[config.mk]
export PLATFORM = sky130hd
export DESIGN_NAME = rx_word_aligner_flat
export DESIGN_NICKNAME = d
export VERILOG_FILES = /design/src/rtl/rx_word_aligner_if.sv /design/src/rtl/rx_word_aligner.sv /design/src/flat_wrapper.sv
export SDC_FILE = /design/constraint.sdc
export NUM_CORES = 1
export LEC_CHECK = 0
export ABC_AREA = 1
export CAP_MARGIN = 5
export CELL_PAD_IN_SITES_DETAIL_PLACEMENT = 1
export CELL_PAD_IN_SITES_GLOBAL_PLACEMENT = 2
export CORE_MARGIN = 2
export CORE_UTILIZATION = 40
export CTS_BUF_LIST = sky130_fd_sc_hd__clkbuf_16
export DETAILED_ROUTE_END_ITERATION = 12
export DONT_BUFFER_PORTS = 1
export GPL_ROUTABILITY_DRIVEN = 0
export PLACE_DENSITY = 0.83
export SYNTH_ARGS = -nofsm -noshare
export SYNTH_HDL_FRONTEND = slang
export SYNTH_SLANG_ARGS = --single-unit
[constraint.sdc]
create_clock -name i_clk -period 5.4 [get_ports i_clk]
set_input_delay 1.08 -clock i_clk [delete_from_list [all_inputs] [get_ports i_clk]]
set_output_delay 1.08 -clock i_clk [all_outputs]
set_load 0.1 [all_outputs]
[src/rtl/rx_word_aligner_if.sv]
// Word-stream interface between the GT RX decoder, the aligner and the descrambler.
// The master drives the RX word; the slave (the aligner) returns the re-packed word and lock status.
interface rx_word_aligner_if;
    logic [31:0] i_rx_data;
    logic [3:0]  i_rx_char;
    logic        i_rx_valid;
    logic [31:0] o_data;
    logic [3:0]  o_char;
    logic        o_valid;
    logic        o_lock;
    logic        o_scr_en;
    logic [1:0]  o_offset;

    modport master (
        output i_rx_data, i_rx_char, i_rx_valid,
        input  o_data, o_char, o_valid, o_lock, o_scr_en, o_offset
    );

    modport slave (
        input  i_rx_data, i_rx_char, i_rx_valid,
        output o_data, o_char, o_valid, o_lock, o_scr_en, o_offset
    );
endinterface

[src/rtl/rx_word_aligner.sv]
// Comma-based byte aligner: locks a byte offset after repeated same-lane K28.5 commas and
// re-packs the 4-byte RX stream so each comma lands in byte 0; enables the descrambler while locked.
module rx_word_aligner #(
    parameter logic [7:0]  P_COMMA    = 8'hBC,
    parameter int unsigned P_LOCK_CNT = 4,
    parameter int unsigned P_LOSS_CNT = 4
) (
    input  logic             i_clk,
    input  logic             i_rst,
    rx_word_aligner_if.slave bus
);
    localparam int unsigned W_DATA = 32;
    localparam int unsigned N_LANE = 4;
    localparam int unsigned W_CNT  = 4;
    localparam int unsigned W_OFF  = 2;

    typedef enum logic [1:0] {SEARCH, CHECK, LOCKED} state_t;

    state_t              state_q, state_d;
    logic [W_OFF-1:0]    offset_q, offset_d;
    logic [W_CNT-1:0]    mcnt_q, mcnt_d;
    logic [W_CNT-1:0]    ecnt_q, ecnt_d;
    logic [W_DATA-1:0]   prev_data_q;
    logic [N_LANE-1:0]   prev_char_q;
    logic                prev_vld_q;
    logic [W_DATA-1:0]   data_q, data_d;
    logic [N_LANE-1:0]   char_q, char_d;
    logic                valid_q, valid_d;
    logic                lock_q;

    logic                hit;
    logic [W_OFF-1:0]    lane;
    logic [2*W_DATA-1:0] cat_data;
    logic [2*N_LANE-1:0] cat_char;
    logic [W_DATA-1:0]   aligned_data;
    logic [N_LANE-1:0]   aligned_char;

    // Comma search; scanning downward leaves the lowest hitting lane in 'lane'.
    always_comb begin
        hit  = 1'b0;
        lane = '0;
        for (int b = N_LANE - 1; b >= 0; b--) begin
            if (bus.i_rx_char[b] && (bus.i_rx_data[8*b +: 8] == P_COMMA)) begin
                hit  = 1'b1;
                lane = W_OFF'(b);
            end
        end
    end

    // Alignment state machine; only valid comma words move it.
    always_comb begin
        state_d  = state_q;
        offset_d = offset_q;
        mcnt_d   = mcnt_q;
        ecnt_d   = ecnt_q;
        if (bus.i_rx_valid && hit) begin
            unique case (state_q)
                SEARCH: begin
                    offset_d = lane;
                    mcnt_d   = W_CNT'(1);
                    state_d  = CHECK;
                end
                CHECK: begin
                    if (lane == offset_q) begin
                        mcnt_d = mcnt_q + W_CNT'(1);
                        if ((mcnt_q + W_CNT'(1)) == W_CNT'(P_LOCK_CNT)) begin
                            state_d = LOCKED;
                            ecnt_d  = '0;
                        end
                    end else begin
                        offset_d = lane;
                        mcnt_d   = W_CNT'(1);
                    end
                end
                LOCKED: begin
                    if (lane == offset_q) begin
                        ecnt_d = '0;
                    end else if ((ecnt_q + W_CNT'(1)) == W_CNT'(P_LOSS_CNT)) begin
                        state_d = SEARCH;
                        mcnt_d  = '0;
                        ecnt_d  = '0;
                    end else begin
                        ecnt_d = ecnt_q + W_CNT'(1);
                    end
                end
                default: state_d = SEARCH;
            endcase
        end
    end

    // Byte re-pack across the previous and current word, using the offset in force after this word.
    assign cat_data = {bus.i_rx_data, prev_data_q};
    assign cat_char = {bus.i_rx_char, prev_char_q};

    always_comb begin
        aligned_data = cat_data[31:0];
        aligned_char = cat_char[3:0];
        unique case (offset_d)
            2'd0: begin aligned_data = cat_data[31:0];  aligned_char = cat_char[3:0]; end
            2'd1: begin aligned_data = cat_data[39:8];  aligned_char = cat_char[4:1]; end
            2'd2: begin aligned_data = cat_data[47:16]; aligned_char = cat_char[5:2]; end
            2'd3: begin aligned_data = cat_data[55:24]; aligned_char = cat_char[6:3]; end
            default: ;
        endcase
    end

    // Output word: zeroed outside lock, held across invalid cycles.
    always_comb begin
        data_d  = data_q;
        char_d  = char_q;
        valid_d = 1'b0;
        if (state_d != LOCKED) begin
            data_d = '0;
            char_d = '0;
        end else if (bus.i_rx_valid && prev_vld_q) begin
            data_d  = aligned_data;
            char_d  = aligned_char;
            valid_d = 1'b1;
        end
    end

    always_ff @(posedge i_clk or negedge i_rst) begin
        if (!i_rst) begin
            state_q     <= SEARCH;
            offset_q    <= '0;
            mcnt_q      <= '0;
            ecnt_q      <= '0;
            prev_data_q <= '0;
            prev_char_q <= '0;
            prev_vld_q  <= 1'b0;
            data_q      <= '0;
            char_q      <= '0;
            valid_q     <= 1'b0;
            lock_q      <= 1'b0;
        end else begin
            state_q  <= state_d;
            offset_q <= offset_d;
            mcnt_q   <= mcnt_d;
            ecnt_q   <= ecnt_d;
            data_q   <= data_d;
            char_q   <= char_d;
            valid_q  <= valid_d;
            lock_q   <= (state_d == LOCKED);
            if (bus.i_rx_valid) begin
                prev_data_q <= bus.i_rx_data;
                prev_char_q <= bus.i_rx_char;
                prev_vld_q  <= 1'b1;
            end
        end
    end

    assign bus.o_data   = data_q;
    assign bus.o_char   = char_q;
    assign bus.o_valid  = valid_q;
    assign bus.o_lock   = lock_q;
    assign bus.o_scr_en = lock_q;
    assign bus.o_offset = offset_q;
endmodule
[src/flat_wrapper.sv]
// flat-port wrapper written by rule: the top's interface ports become plain ports
module rx_word_aligner_flat 
#(
    parameter logic [7:0]  P_COMMA    = 8'hBC,
    parameter int unsigned P_LOCK_CNT = 4,
    parameter int unsigned P_LOSS_CNT = 4
)
  (i_clk, i_rst, bus_i_rx_data, bus_i_rx_char, bus_i_rx_valid, bus_o_data, bus_o_char, bus_o_valid, bus_o_lock, bus_o_scr_en, bus_o_offset);
  rx_word_aligner_if bus_i ();
  input  logic i_clk;
  input  logic i_rst;
  input wire logic [$bits(bus_i.i_rx_data)-1:0] bus_i_rx_data;
  input wire logic [$bits(bus_i.i_rx_char)-1:0] bus_i_rx_char;
  input wire logic [$bits(bus_i.i_rx_valid)-1:0] bus_i_rx_valid;
  output wire logic [$bits(bus_i.o_data)-1:0] bus_o_data;
  output wire logic [$bits(bus_i.o_char)-1:0] bus_o_char;
  output wire logic [$bits(bus_i.o_valid)-1:0] bus_o_valid;
  output wire logic [$bits(bus_i.o_lock)-1:0] bus_o_lock;
  output wire logic [$bits(bus_i.o_scr_en)-1:0] bus_o_scr_en;
  output wire logic [$bits(bus_i.o_offset)-1:0] bus_o_offset;
  assign bus_i.i_rx_data = bus_i_rx_data;
  assign bus_i.i_rx_char = bus_i_rx_char;
  assign bus_i.i_rx_valid = bus_i_rx_valid;
  assign bus_o_data = bus_i.o_data;
  assign bus_o_char = bus_i.o_char;
  assign bus_o_valid = bus_i.o_valid;
  assign bus_o_lock = bus_i.o_lock;
  assign bus_o_scr_en = bus_i.o_scr_en;
  assign bus_o_offset = bus_i.o_offset;
  rx_word_aligner #(.P_COMMA(P_COMMA), .P_LOCK_CNT(P_LOCK_CNT), .P_LOSS_CNT(P_LOSS_CNT)) u_core (.i_clk(i_clk), .i_rst(i_rst), .bus(bus_i));
endmodule
==> results.ini <==
[grt]
grt-ovfl-total = 0
grt_max_degree = 88
grt_pass1_vias = 4820
grt_usage_pct = 24.83
antenna_found_initial = 0
grt_pass1_wl_um = 26940

[placement]
hpwlAfterDp_um = 11970
place_ws_ps = 1540
portBuffers = 0
placed_cell_area_um2 = 5202
dp.cells = 816

[drt]
via_per_inst = 5.834
routedWlPerCell_um = 20.40
drc = 0
via_count = 4854
routed_wl_um = 16970
antenna_left = 0
drtIter0Drc = 330
dr.pass1.iters = 5

[power]
p_total_mw = 1.858
seq_power_share_pct = 39.3
ir_worst_vdd_mv = 0.1947
clkPwrFrac_pct = 39.8
leakagePower_nw = 2.671
power.internal_mw = 1.238
power_switching_mw = 0.6201
comb_power_share_pct = 20.8
cellPowerDensity_nw_per_um2 = 334.9
switching_share_pct = 33.37

[floorplanning]
dieArea_um2 = 13960
die_w_um = 118.2
die_h_um = 118.2
std_cell_rows = 41
start_util_pct = 41.15
ios = 80
core_um2 = 12670

[finish]
nNetsFinal = 701
fin_cells = 832
final_core_util_pct = 43.78
filler_cell_count = 1594
syn_to_final_growth_pct = 6.407
diodes = 0
final_area_um2 = 5548
layout-drive-gt1-share_pct = 7.727

[clock_network]
cts_hold_buf = 0
clkLatencyLatePin_ps = 360
cts_max_level = 3
cts_tree = yes
cts_max_path_buffers = 2
post_cts_buffers = 0
cts_sinks = 87
cts-root-buf = clkbuf_16
cts_buffers = 9
clk_pin_slew_ps = 70
cts-resized-gates = 0

[timing]
hold_ws_ps = 415.5
drv_slew = 0
hold_violations = 0
rsz0062_at_grt = no
maxSlewHeadroom_pct = 26.63
period_share_pct = 65.47
setup_viol = 0
worst_slack_ps = 1865
clock.fmax_ghz = 0.2829
skew_ps = 7.551
setup_tns_ps = 0
period_needed_ps = 3535
worstMarginPinSlew_ps = 1097

[synthesis]
synthAdderAreaFrac_pct = 1.680
synth_top_family_by_area = simple AND/OR/NAND/NOR gates
synth-compound-area-share_pct = 2.856
synth_edf_count = 0
async_flop_share_pct = 100.0
synth_fp_nets = 734
synth.area.mux_share_pct = 0
seq_area_frac_synth_pct = 41.76
syn_avg_cell_area_um2 = 7.578
synth_cell_types = 31
syn_area_um2 = 5214
synth.ff_latch_count = 87
yosysWarnings = 0
netlist_instances = 688
synth_xor_area_share_pct = 0.5040
synth-main-ff-cell = dfrtp_1
synth_simple_gate_area_share_pct = 44.76

[critical_path]
crit_required_ps = 5690
cp.arrival_ps = 3830
worstSetupStartpointType = primary input
end_kind = flop
crit_type = primary input to flop
critPathMaxFanout = 64

[run]
drv_cap = 0

[run_status]
status = complete, no violations

[worst_hold_path]
hp-class = primary input to async pin

==> worst paths after layout <==
kind / from / end / slack, ps / depth (start not counted)
worst min register to register: u_core.prev_char_q[0] / u_core.prev_char_q[0] / 470 / 2
worst max-delay path: bus_i_rx_data[21] / u_core.bus.o_data[21] / 1860 / 15
max in group asynchronous: i_rst / u_core.prev_data_q[16] / 4880 / 0
min in group i_clk: u_core.prev_char_q[0] / u_core.prev_char_q[0] / 470 / 2
worst max register to register: u_core.bus.o_offset[0] / u_core.bus.o_data[10] / 1970 / 11
worst min-delay path: i_rst / u_core.prev_data_q[11] / 420 / 0
==> cell usage in the layout, fill, tap and decap left out, drive strengths merged <==
master,instances
dfrtp,87
xnor2,2
bufinv,3
or2,1
nand2,226
clkbuf,9
inv,29
buf,11
nor2,24
o211ai,1
nand4,109
o21ai,15
ha,7
clkinv,2
o22ai,2
a21oi,4
xor2,1
nor3,2
nand3,125
==> registers in the layout (all words and copies together) (netlist names) <==
| register | count |
|---|---|
| u_core.mcnt_q | 4 |
| u_core.bus.o_data | 32 |
| u_core.bus.o_lock | 1 |
| u_core.bus.o_valid | 1 |
| u_core.state_q | 2 |
| u_core.bus.o_char | 4 |
| u_core.prev_char_q | 4 |
| u_core.prev_vld_q | 1 |
| u_core.bus.o_offset | 2 |
| u_core.prev_data_q | 32 |
| u_core.ecnt_q | 4 |
==> worst max-delay path, cell delays in order <==
cell     delay [ps]
nand2_1          30
nor2_1          120
nand3_1         190
nand2_2         190
nand3_2          90
nand2_1          80
nand2_1          80
a21oi_1         260
o21ai_1         130
nand2_1          70
nand3_1          80
nand2_2         810
buf_4           330
nand4_1         120
nand2_1         130
==> cell type report <==
cell class	count	area, µm²	share of cell area, %
clock buffer	9	225.2	4.060
clock inverter	7	120.1	2.165
inverter	27	101.3	1.827
multi-input combinational	519	2625	47.32
sequential	87	2178	39.26
tap	172	215.2	3.879
timing repair buffer	11	82.58	1.488
==> layer usage <==
metal	wire length (µm)	global-route usage [%]	part of all wire (%)
met5	0	0	0
met4	375	8.584	2.2
met3	1068	6.515	6.3
met2	7797	38.15	46
met1	7732	33.88	46
==> logic make-up (layout without fill, tap and decap cells) <==
group                    Yosys count  count (layout)
AO/OA/AOI/OAI                     22              22
XOR/XNOR                           3               3
AND/OR/NAND/NOR                  487             487
flip-flops                        87              87
buffers and inverters             82              54
adder cells (fa/ha/maj)            7               7
==> cell usage after synthesis (2+ instances only) <==
cell	n	area share (%)
a21oi_1	4	0.38
buf_1	3	0.22
buf_2	13	1.2
buf_4	21	3.0
buf_6	5	1.1
clkbuf_1	13	0.94
dfrtp_1	87	42
ha_1	7	1.7
inv_1	25	1.8
nand2_1	219	16
nand2_2	7	0.84
nand3_1	122	12
nand3_2	3	0.58
nand4_1	109	13
nor2_1	20	1.4
nor2_4	2	0.43
o21ai_0	8	0.77
o21ai_1	2	0.19
o21ai_2	3	0.50
o21ai_4	2	0.62
o22ai_1	2	0.24
xnor2_1	2	0.34
==> power by group through the flow <==
stage	Clock [mW]	Sequential (mW)	Combinational, mW
detailed placement	0	0.743	0.381
global placement	0	0.741	0.373
floorplan	0	0.740	0.295
global route	0.781	0.734	0.426
CTS	0.751	0.731	0.383
finish	0.740	0.731	0.387
(Power assumes the default switching activity.)
